[config.mk]
export PLATFORM = sky130hd
export DESIGN_NAME = hht_gather_engine
export DESIGN_NICKNAME = d
export VERILOG_FILES = /design/src/rtl/hht_pkg.sv /design/src/rtl/hht_sync_fifo.sv /design/src/rtl/hht_gather_engine.sv
export SDC_FILE = /design/constraint.sdc
export NUM_CORES = 1
export LEC_CHECK = 0
export CAP_MARGIN = 10
export CORE_MARGIN = 3
export CORE_UTILIZATION = 45
export DETAILED_ROUTE_END_ITERATION = 6
export PLACE_DENSITY = 0.75
export SLEW_MARGIN = 20
export SYNTH_ARGS = -nofsm -noshare
export SYNTH_HDL_FRONTEND = slang
export SYNTH_SLANG_ARGS = --single-unit
[constraint.sdc]
create_clock -name clk_i -period 5.1 [get_ports clk_i]
set_input_delay 1.53 -clock clk_i [delete_from_list [all_inputs] [get_ports clk_i]]
set_output_delay 1.53 -clock clk_i [all_outputs]
set_load 0.01 [all_outputs]
[src/rtl/hht_pkg.sv]
// Shared types and default widths for the HHT sparse-operand gather engine.
package hht_pkg;
  localparam int HHT_ADDR_W     = 32;
  localparam int HHT_DATA_W     = 32;
  localparam int HHT_CNT_W      = 16;
  localparam int HHT_FIFO_DEPTH = 8;
  localparam int HHT_STAGES     = 3;

  typedef enum logic [1:0] {IDLE = 2'd0, RUN = 2'd1, DRAIN = 2'd2, DONE = 2'd3} hht_state_e;
  typedef enum logic {MODE_GATHER = 1'b0, MODE_LINEAR = 1'b1} hht_mode_e;
endpackage

[src/rtl/hht_sync_fifo.sv]
// Output queue between the gather pipe and the CPU; power-of-2 depth, head reads 0 when empty.
module hht_sync_fifo
  import hht_pkg::*;
#(
  parameter int DEPTH = HHT_FIFO_DEPTH,
  parameter int WIDTH = HHT_DATA_W
) (
  input  logic                     clk_i,
  input  logic                     rst_i,
  input  logic                     push_i,
  input  logic [WIDTH-1:0]         data_i,
  input  logic                     pop_i,
  output logic [WIDTH-1:0]         data_o,
  output logic                     full_o,
  output logic                     empty_o,
  output logic [$clog2(DEPTH):0]   count_o
);
  localparam int AW = $clog2(DEPTH);

  logic [WIDTH-1:0] mem_q [DEPTH];
  logic [AW-1:0]    wr_q, rd_q;
  logic [AW:0]      cnt_q;
  logic             do_push, do_pop;

  assign full_o  = (cnt_q == (AW+1)'(DEPTH));
  assign empty_o = (cnt_q == '0);
  assign do_push = push_i && !full_o;
  assign do_pop  = pop_i && !empty_o;
  assign data_o  = empty_o ? '0 : mem_q[rd_q];
  assign count_o = cnt_q;

  always_ff @(posedge clk_i or posedge rst_i) begin
    if (rst_i) begin
      wr_q  <= '0;
      rd_q  <= '0;
      cnt_q <= '0;
    end else begin
      if (do_push) wr_q <= wr_q + AW'(1);
      if (do_pop)  rd_q <= rd_q + AW'(1);
      cnt_q <= cnt_q + (AW+1)'(do_push) - (AW+1)'(do_pop);
    end
  end

  always_ff @(posedge clk_i) begin
    if (do_push) mem_q[wr_q] <= data_i;
  end
endmodule

[src/rtl/hht_gather_engine.sv]
// HHT gather engine: walks col[] on port A, gathers vec[v_base+idx] on port B, queues results.
// Optional bounds checking of gather indices is built when HHT_BOUNDS_CHECK_EN is defined.
module hht_gather_engine
  import hht_pkg::*;
#(
  parameter int ADDR_W     = HHT_ADDR_W,
  parameter int DATA_W     = HHT_DATA_W,
  parameter int CNT_W      = HHT_CNT_W,
  parameter int FIFO_DEPTH = HHT_FIFO_DEPTH
) (
  input  logic              clk_i,
  input  logic              rst_i,
  input  logic              start_i,
  input  logic              mode_i,
  input  logic [ADDR_W-1:0] col_base_i,
  input  logic [ADDR_W-1:0] v_base_i,
  input  logic [CNT_W-1:0]  count_i,
  input  logic [DATA_W-1:0] v_size_i,
  output logic              a_en_o,
  output logic [ADDR_W-1:0] a_addr_o,
  input  logic [DATA_W-1:0] a_rdata_i,
  output logic              b_en_o,
  output logic [ADDR_W-1:0] b_addr_o,
  input  logic [DATA_W-1:0] b_rdata_i,
  output logic              out_valid_o,
  output logic [DATA_W-1:0] out_data_o,
  input  logic              out_ready_i,
  output logic              busy_o,
  output logic              done_o,
  output logic              err_o
);
  hht_state_e        state_q, state_d;
  hht_mode_e         mode_q;
  logic [ADDR_W-1:0] col_base_q, v_base_q;
  logic [CNT_W-1:0]  cnt_q, iss_q;
  logic [DATA_W-1:0] idx_q;
  // vld_q[1]: port A data returning, [2]: idx held / port B read, [3]: port B data returning
  logic [HHT_STAGES:1] vld_q;
  logic              zero_q;
  logic              accept, issue, last_issue, credit_ok, oob, push;
  logic [DATA_W-1:0] push_data;
  logic [$clog2(FIFO_DEPTH):0] fifo_cnt;
  logic              fifo_empty, unused_full;

  assign accept     = (state_q == IDLE) && start_i;
  // Reserve a FIFO slot for every read in flight so the queue can never overflow.
  assign credit_ok  = (int'(fifo_cnt) + int'(vld_q[1]) + int'(vld_q[2]) + int'(vld_q[3])) < FIFO_DEPTH;
  assign issue      = (state_q == RUN) && credit_ok;
  assign last_issue = (iss_q == cnt_q - CNT_W'(1));

  always_comb begin
    state_d = state_q;
    case (state_q)
      IDLE:    if (start_i) state_d = (count_i == '0) ? DONE : RUN;
      RUN:     if (issue && last_issue) state_d = DRAIN;
      DRAIN:   if (vld_q == '0) state_d = DONE;
      DONE:    state_d = IDLE;
      default: state_d = IDLE;
    endcase
  end

  always_ff @(posedge clk_i or posedge rst_i) begin
    if (rst_i) begin
      state_q    <= IDLE;
      mode_q     <= MODE_GATHER;
      col_base_q <= '0;
      v_base_q   <= '0;
      cnt_q      <= '0;
      iss_q      <= '0;
      idx_q      <= '0;
      vld_q      <= '0;
      zero_q     <= 1'b0;
    end else begin
      state_q <= state_d;
      if (accept) begin
        mode_q     <= hht_mode_e'(mode_i);
        col_base_q <= col_base_i;
        v_base_q   <= v_base_i;
        cnt_q      <= count_i;
        iss_q      <= '0;
      end else if (issue) begin
        iss_q <= iss_q + CNT_W'(1);
      end
      vld_q[1] <= issue;
      vld_q[2] <= vld_q[1] && (mode_q == MODE_GATHER);
      vld_q[3] <= vld_q[2];
      if (vld_q[1]) idx_q <= a_rdata_i;
      zero_q <= oob;
    end
  end

`ifdef HHT_BOUNDS_CHECK_EN
  logic [DATA_W-1:0] v_size_q;
  logic              err_q;

  assign oob   = vld_q[2] && (idx_q >= v_size_q);
  assign err_o = err_q;

  always_ff @(posedge clk_i or posedge rst_i) begin
    if (rst_i) begin
      v_size_q <= '0;
      err_q    <= 1'b0;
    end else begin
      if (accept) begin
        v_size_q <= v_size_i;
        err_q    <= 1'b0;
      end
      if (oob) err_q <= 1'b1;
    end
  end
`else
  logic unused_vsize;

  assign oob          = 1'b0;
  assign err_o        = 1'b0;
  assign unused_vsize = ^v_size_i;
`endif

  assign a_en_o   = issue;
  assign a_addr_o = col_base_q + ADDR_W'(iss_q);
  assign b_en_o   = vld_q[2] && !oob;
  assign b_addr_o = v_base_q + ADDR_W'(idx_q);

  // Linear jobs push straight from port A; gather jobs push port B data, or 0 for a rejected index.
  assign push      = vld_q[3] || (vld_q[1] && (mode_q == MODE_LINEAR));
  assign push_data = vld_q[3] ? (zero_q ? '0 : b_rdata_i) : a_rdata_i;

  hht_sync_fifo #(.DEPTH(FIFO_DEPTH), .WIDTH(DATA_W)) u_fifo (
    .clk_i   (clk_i),
    .rst_i   (rst_i),
    .push_i  (push),
    .data_i  (push_data),
    .pop_i   (out_ready_i),
    .data_o  (out_data_o),
    .full_o  (unused_full),
    .empty_o (fifo_empty),
    .count_o (fifo_cnt)
  );

  assign out_valid_o = !fifo_empty;
  assign busy_o      = (state_q != IDLE);
  assign done_o      = (state_q == DONE);
endmodule
==> flow_summary.toml, run 1 <==
[sta]
period_share = 0.978
hold_viol = 0
worst_pin_slew_ps = 1010
skew_ps = 15.3
max_freq_mhz = 201
final-setup-viol-count = 0
worst_slack_ps = 113
slew_violations = 0
relSlewSlack = 0.323
min_period_ps = 4990

[logic_synthesis]
syn_area_per_cell_um2 = 12.9
synth_largest_area_cell = "edfxtp_1"
synthArstFlopShare = 0.360
netlist.area_leader.share = 0.403
ys_types = 63
seq_area_frac_synth = 0.592
synth.ff_latch_count = 400
synth_edf_count = 256
syn_area_mm2 = 0.0191
synth_cells = 1474
yosysMostFrequentCell = "nand2_1"
synth_commonest_cells = "nand2_1, edfxtp_1, dfrtp_1"
netlist_top_cells_area = "edfxtp_1, dfrtp_1, mux4_2, nand2_1, ha_1"
syn_nets = 1724
synth-main-ff-cell = "edfxtp_1"
synth_warnings = 0

[global_routing]
grt_max_degree = 105
antenna_found_initial = 4
grt_overflow = 0
grt_pass1_vias = 13200
gr-usage-all-layers = 0.213
grt_pass1_wl_um = 73100

[pwr]
peakVddDrop_mv = 0.312
combPwrFrac = 0.486
switching_power_mw = 5.60
p_sw_frac = 0.372
seq_power_share = 0.322
power_frac_clock = 0.191
power_density_mw_per_mm2 = 632
total_power_mw = 15.1
p_leak_nw = 9.32
intPower_mw = 9.47

[clock_network]
cts_tree = "done"
insertion_delay_ps = 560
cts_buffer_depth = 3
cts.hold.buffers_added = 0
cts-buffers-inserted = 42
cts_num_sinks = 400
path_clk_slew_ps = 60
h-tree-depth = 2
clockRootBuffer = "clkbuf_16"

[drt]
drtAntennaViolNets = 0
drt-initial-drc-count = 854
post_drt_wl_per_cell_um = 20.6
finalWirelength_um = 47800
viasPerCell = 5.50
drt-pass1-iter-count = 5
num_vias = 12700
route.detailed.drc = 0

[critical_path]
max_stage_delay_ps = 400
rrSetupSlack_ps = 1730
crit_start = "v_base_q[7]"
endpoint_kind = "output pin"
worstReg2RegStart = "vld_q[1]"
cp-endpoint = "b_addr_o[31]"
worstPathMaxFanout = 6
cp_cell_sequence = "ha_1, o21ai_0, o21ai_0, o211ai_1, a211oi_2, buf_4, o211ai_1, a21boi_1, nor4b_1, a311oi_1, dlygate4sd2_1"
startpoint_type = "flop"
path_class = "reg -> out"
critical_path_required_ps = 3570
reg2regPathDepth = 6
worst_ep_arrival_time_ps = 3460
timing.rr.end = "u_fifo.mem_q[6][7]"
critPathSlowestCell = "ha_1"

[cells_and_area]
final_nets = 2000
synthToLayoutAreaGrowth_pct = 25.0
final_layout_size_suffix_gt1_frac = 0.165
final_cell_area_mm2 = 0.0238
diodes = 0
fillers = 3236

[die]
die_area_mm2 = 0.0449
num_rows = 74
coreArea_mm2 = 0.0414
start_util = 0.461
die_h_um = 212
pin_count = 283
die_w_um = 212

[placement]
dpl_worst_slack_ps = 92.6
io_buffer_count = 249
gp_congestion = 0.911
dpl-instance-area_mm2 = 0.0223
hpwl_um = 32300

[min_path]
hold_start = "mode_q"
hp-class = "reg -> reg"

[run_status]
status = "finished clean"

[flow_run]
cap_viol_max_count = 0
worst min-delay path by stage:
stage                         to  slack, ps  depth (start not counted)
floorplan               vld_q[2]        420                          1
global placement        vld_q[2]        450                          1
detailed placement      vld_q[2]        460                          1
CTS                     vld_q[2]        470                          1
global route        v_base_q[22]        490                          2
finish                  vld_q[2]        470                          1
worst max-delay path, delay by kind of cell (launching register included):
kind | cells | cell delay [ps]
and+or+nand+nor | 1 | 90
adders and majority gates | 1 | 400
DFF | 1 | 390
AOI/OAI and AO/OA | 7 | 1500
buffers and inverters | 2 | 510
area by class of cell:
type / count / area [um^2] / area share
sequential: 400 / 11300 / 0.474
clock buffer: 49 / 1100 / 0.0461
inverter: 41 / 158 / 0.00661
multi-input combinational: 974 / 7580 / 0.318
timing repair buffer: 291 / 2830 / 0.119
tap: 532 / 666 / 0.0279
clock inverter: 29 / 203 / 0.00850
cell families (layout without fill, tap and decap cells):
family / after synthesis / count (layout) / share of synthesized area
AOI/OAI and AO/OA: 161 / 161 / 0.0539
adders and majority gates: 69 / 69 / 0.0468
other: 1 / 1 / 0.000197
xor gates and xnor gates: 88 / 88 / 0.0404
muxes: 165 / 165 / 0.133
buffers and inverters: 100 / 410 / 0.0207
and+or+nand+nor: 490 / 490 / 0.113
DFF: 400 / 400 / 0.592
power groups by stage:
stage | Sequential, mW | Combinational (mW) | Clock (mW)
finish | 4.86 | 7.33 | 2.88
global route | 4.95 | 7.97 | 3.10
CTS | 4.85 | 7.31 | 2.95
detailed placement | 4.91 | 7.27 | 0
global placement | 4.87 | 7.13 | 0
floorplan | 4.61 | 4.47 | 0
layout by cell type, fill, tap and decap left out, types with 10 or more instances in the layout:
cell	instances
mux2i_1	35
nor2_1	89
clkbuf_16	43
inv_1	38
xor2_1	33
ha_1	61
nand3_1	16
o21ai_1	10
nand4_1	17
a21o_1	15
buf_4	37
or3_1	10
xnor2_1	53
nand2b_1	12
mux2_2	66
a21oi_1	39
dlygate4sd2_1	17
nand2_1	272
nor4_1	10
o21ai_0	35
clkinv_2	12
nor3_1	14
mux4_2	64
edfxtp_1	256
dfrtp_1	139
clkdlybuf4s50_1	223
metal layers:
| layer | global-route usage | vias up | part of all wire |
|---|---|---|---|
| li1 | - | 5918 | - |
| met1 | 0.266 | 6310 | 0.40 |
| met2 | 0.365 | 421 | 0.50 |
| met3 | 0.0508 | 91 | 0.069 |
| met4 | 0.0741 | 8 | 0.030 |
| met5 | 0 | - | 0.0011 |
timing repair:
item,in CTS,in global routing
gates resized for setup,47,29
setup endpoints to repair,29,24
pin swaps,10,11
setup buffers,7,3
endpoints found under the hold margin,0,0
registers in the layout (all words and copies together) (netlist names):
| register | cells |
|---|---|
| u_fifo.count_o | 4 |
| u_fifo.mem_q | 256 |
| u_fifo.rd_q | 3 |
| idx_q | 32 |
| col_base_q | 32 |
| cnt_q | 16 |
| vld_q | 3 |
| iss_q | 16 |
| state_q | 2 |
| v_base_q | 32 |
| mode_q | 1 |
| u_fifo.wr_q | 3 |
stage by stage:
stage | cells | hold WS, ps | utilization | TNS (ps)
detailed placement | 2227 | 458 | 0.539 | 0
global route | 2316 | 492 | 0.576 | -8.62
CTS | 2312 | 467 | 0.574 | 0
global placement | 2227 | 449 | 0.539 | 0
floorplan | 1474 | 418 | - | 0
finish | 2316 | 465 | 0.576 | 0
Note: power is estimated with default switching activity, not from simulation.
==> inputs of run 2 (changes only) <==
Settings changed: CAP_MARGIN 10 to unset.
==> results of run 2 <==
Final layout, timing and power as in run 1 (identical DEF).
==> inputs of run 3 (changes only) <==
Settings changed: SYNTH_HIERARCHICAL set to 1.
==> run 3 against run 2 <==
Effect of this change: clock-buffer cell count is 6 higher; utilization hardly changed; area after synthesis is 0.70% lower; sequential power about the same; via count is 1.8% lower; sequential share of layout area rose by 0.19 points; highest routed layer is now met4; critical path type unchanged; flip-flop and latch count unchanged.
==> flow_summary.toml, run 3 <==
[critical_path]
critical_path_required_ps = 3570
endpoint_kind = "output pin"
path_class = "reg -> out"
worstPathMaxFanout = 4
worst_ep_arrival_time_ps = 3560
startpoint_type = "flop"

[clock_network]
clockRootBuffer = "clkbuf_16"
cts.hold.buffers_added = 0
cts_num_sinks = 400
cts-buffers-inserted = 43
insertion_delay_ps = 580
cts_buffer_depth = 3
path_clk_slew_ps = 60
cts_tree = "done"
h-tree-depth = 2

[global_routing]
grt_max_degree = 85
antenna_found_initial = 5
gr-usage-all-layers = 0.213
grt_overflow = 0
grt_pass1_wl_um = 73200
grt_pass1_vias = 13100

[drt]
drt-pass1-iter-count = 5
finalWirelength_um = 47400
drt-initial-drc-count = 870
drtAntennaViolNets = 0
route.detailed.drc = 0
highest_layer = "met4"
met1_length_um = 19500
met3_wirelength_um = 3310
num_vias = 12500
viasPerCell = 5.47
post_drt_wl_per_cell_um = 20.7
route.met2.wl_um = 23300

[cells_and_area]
regMostFlops = "u_fifo/mem_q"
fillers = 3242
final_nets = 1972
synthToLayoutAreaGrowth_pct = 25.4
final_layout_size_suffix_gt1_frac = 0.173
final_common_cell = "nand2_1"
largest_reg_flops = 256
layout_common_cells = "nand2_1, edfxtp_1, clkdlybuf4s50_1"
diodes = 0

[die]
num_rows = 74
coreArea_mm2 = 0.0412
die_w_um = 211
pin_count = 283
die_h_um = 211
die_area_mm2 = 0.0446
start_util = 0.460

[flow_run]
cap_viol_max_count = 0

[pwr]
power_density_mw_per_mm2 = 645
switching_power_mw = 5.57
power_frac_clock = 0.205
p_leak_nw = 9.46
peakVddDrop_mv = 0.282
intPower_mw = 9.74
seq_power_share = 0.317
p_sw_frac = 0.364
combPwrFrac = 0.479

[placement]
io_buffer_count = 249
gp_congestion = 0.868
dpl_worst_slack_ps = 44.1
hpwl_um = 31900

[sta]
whs_ps = 463
max_freq_mhz = 197
skew_ps = 21.5
worst_slack_ps = 12.6
worst_pin_slew_ps = 909
hold_viol = 0
min_period_ps = 5090
period_share = 0.998
slew_violations = 0
relSlewSlack = 0.394
final-setup-viol-count = 0
rsz0062_at_grt = "true"

[logic_synthesis]
synth_warnings = 6
syn_area_per_cell_um2 = 13.2
syn_nets = 1685
synth_cells = 1436
syn_area_mm2 = 0.0189

[min_path]
hp-class = "reg -> reg"

[run_status]
status = "finished clean"
-- run 3: worst paths after layout --
kind                             start      endpoint  slack, ps  cells past startpoint
min reg2reg                   vld_q[2]      vld_q[3]        460                      0
min                           vld_q[2]      vld_q[3]        460                      0
max in group asynchronous        rst_i  v_base_q[10]       3060                      3
max reg2reg                   vld_q[2]     iss_q[13]       1980                      9
max                        v_base_q[0]  b_addr_o[28]         10                     13
min in group asynchronous        rst_i        mode_q       1300                      2
-- run 3: final cells by class --
class                   instances  area [um^2]  area share
clock buffers                  55         1170      0.0494
multi-input cells             935         7310       0.308
inverters                      48          185     0.00780
repair buffers                295         2840       0.120
clock inverters                23          270      0.0114
flip-flops and latches        400        11300       0.476
well taps                     532          666      0.0280
-- run 3: metrics by stage --
step	instance area (um^2)	util	TNS [ps]	power, mW	cells
2_1_floorplan	18900	-	0	9.22	1436
3_3_place_gp	22100	0.537	0	12.1	2193
3_5_place_dp	22100	0.537	0	12.3	2193
4_1_cts	23700	0.574	-65.6	15.4	2281
5_1_grt	23700	0.576	-301	16.3	2288
6_report	23700	0.576	0	15.3	2288
-- run 3: power groups by stage --
stage	clock network [mW]	logic (mW)	registers, mW
3_3_place_gp	0	7.24	4.87
3_5_place_dp	0	7.37	4.91
4_1_cts	3.21	7.37	4.86
6_report	3.13	7.33	4.85
2_1_floorplan	0	4.57	4.65
5_1_grt	3.33	8.00	4.95
-- run 3: layer usage --
metal | track usage | vias to the layer above
met1 | 0.278 | 6222
met5 | 0 | -
met2 | 0.359 | 399
met3 | 0.0475 | 81
met4 | 0.0672 | 0
li1 | - | 5817
-- run 3: timing repair --
action | 4_1_cts | 5_1_grt
pin swaps | 8 | 16
endpoints found under the setup margin | 28 | 16
gates resized for setup | 45 | 36
buffers inserted | 10 | 7
-- run 3: critical path, cell delays in order (launching register included) --
cell,delay [ps]
dfrtp_1,380
ha_2,190
inv_2,60
fa_2,210
nor2b_2,50
o21ai_2,170
a21oi_2,90
o2111ai_2,260
a211oi_2,130
or4_4,600
a21bo_4,270
a2111o_1,380
nand3_2,80
buf_6,100
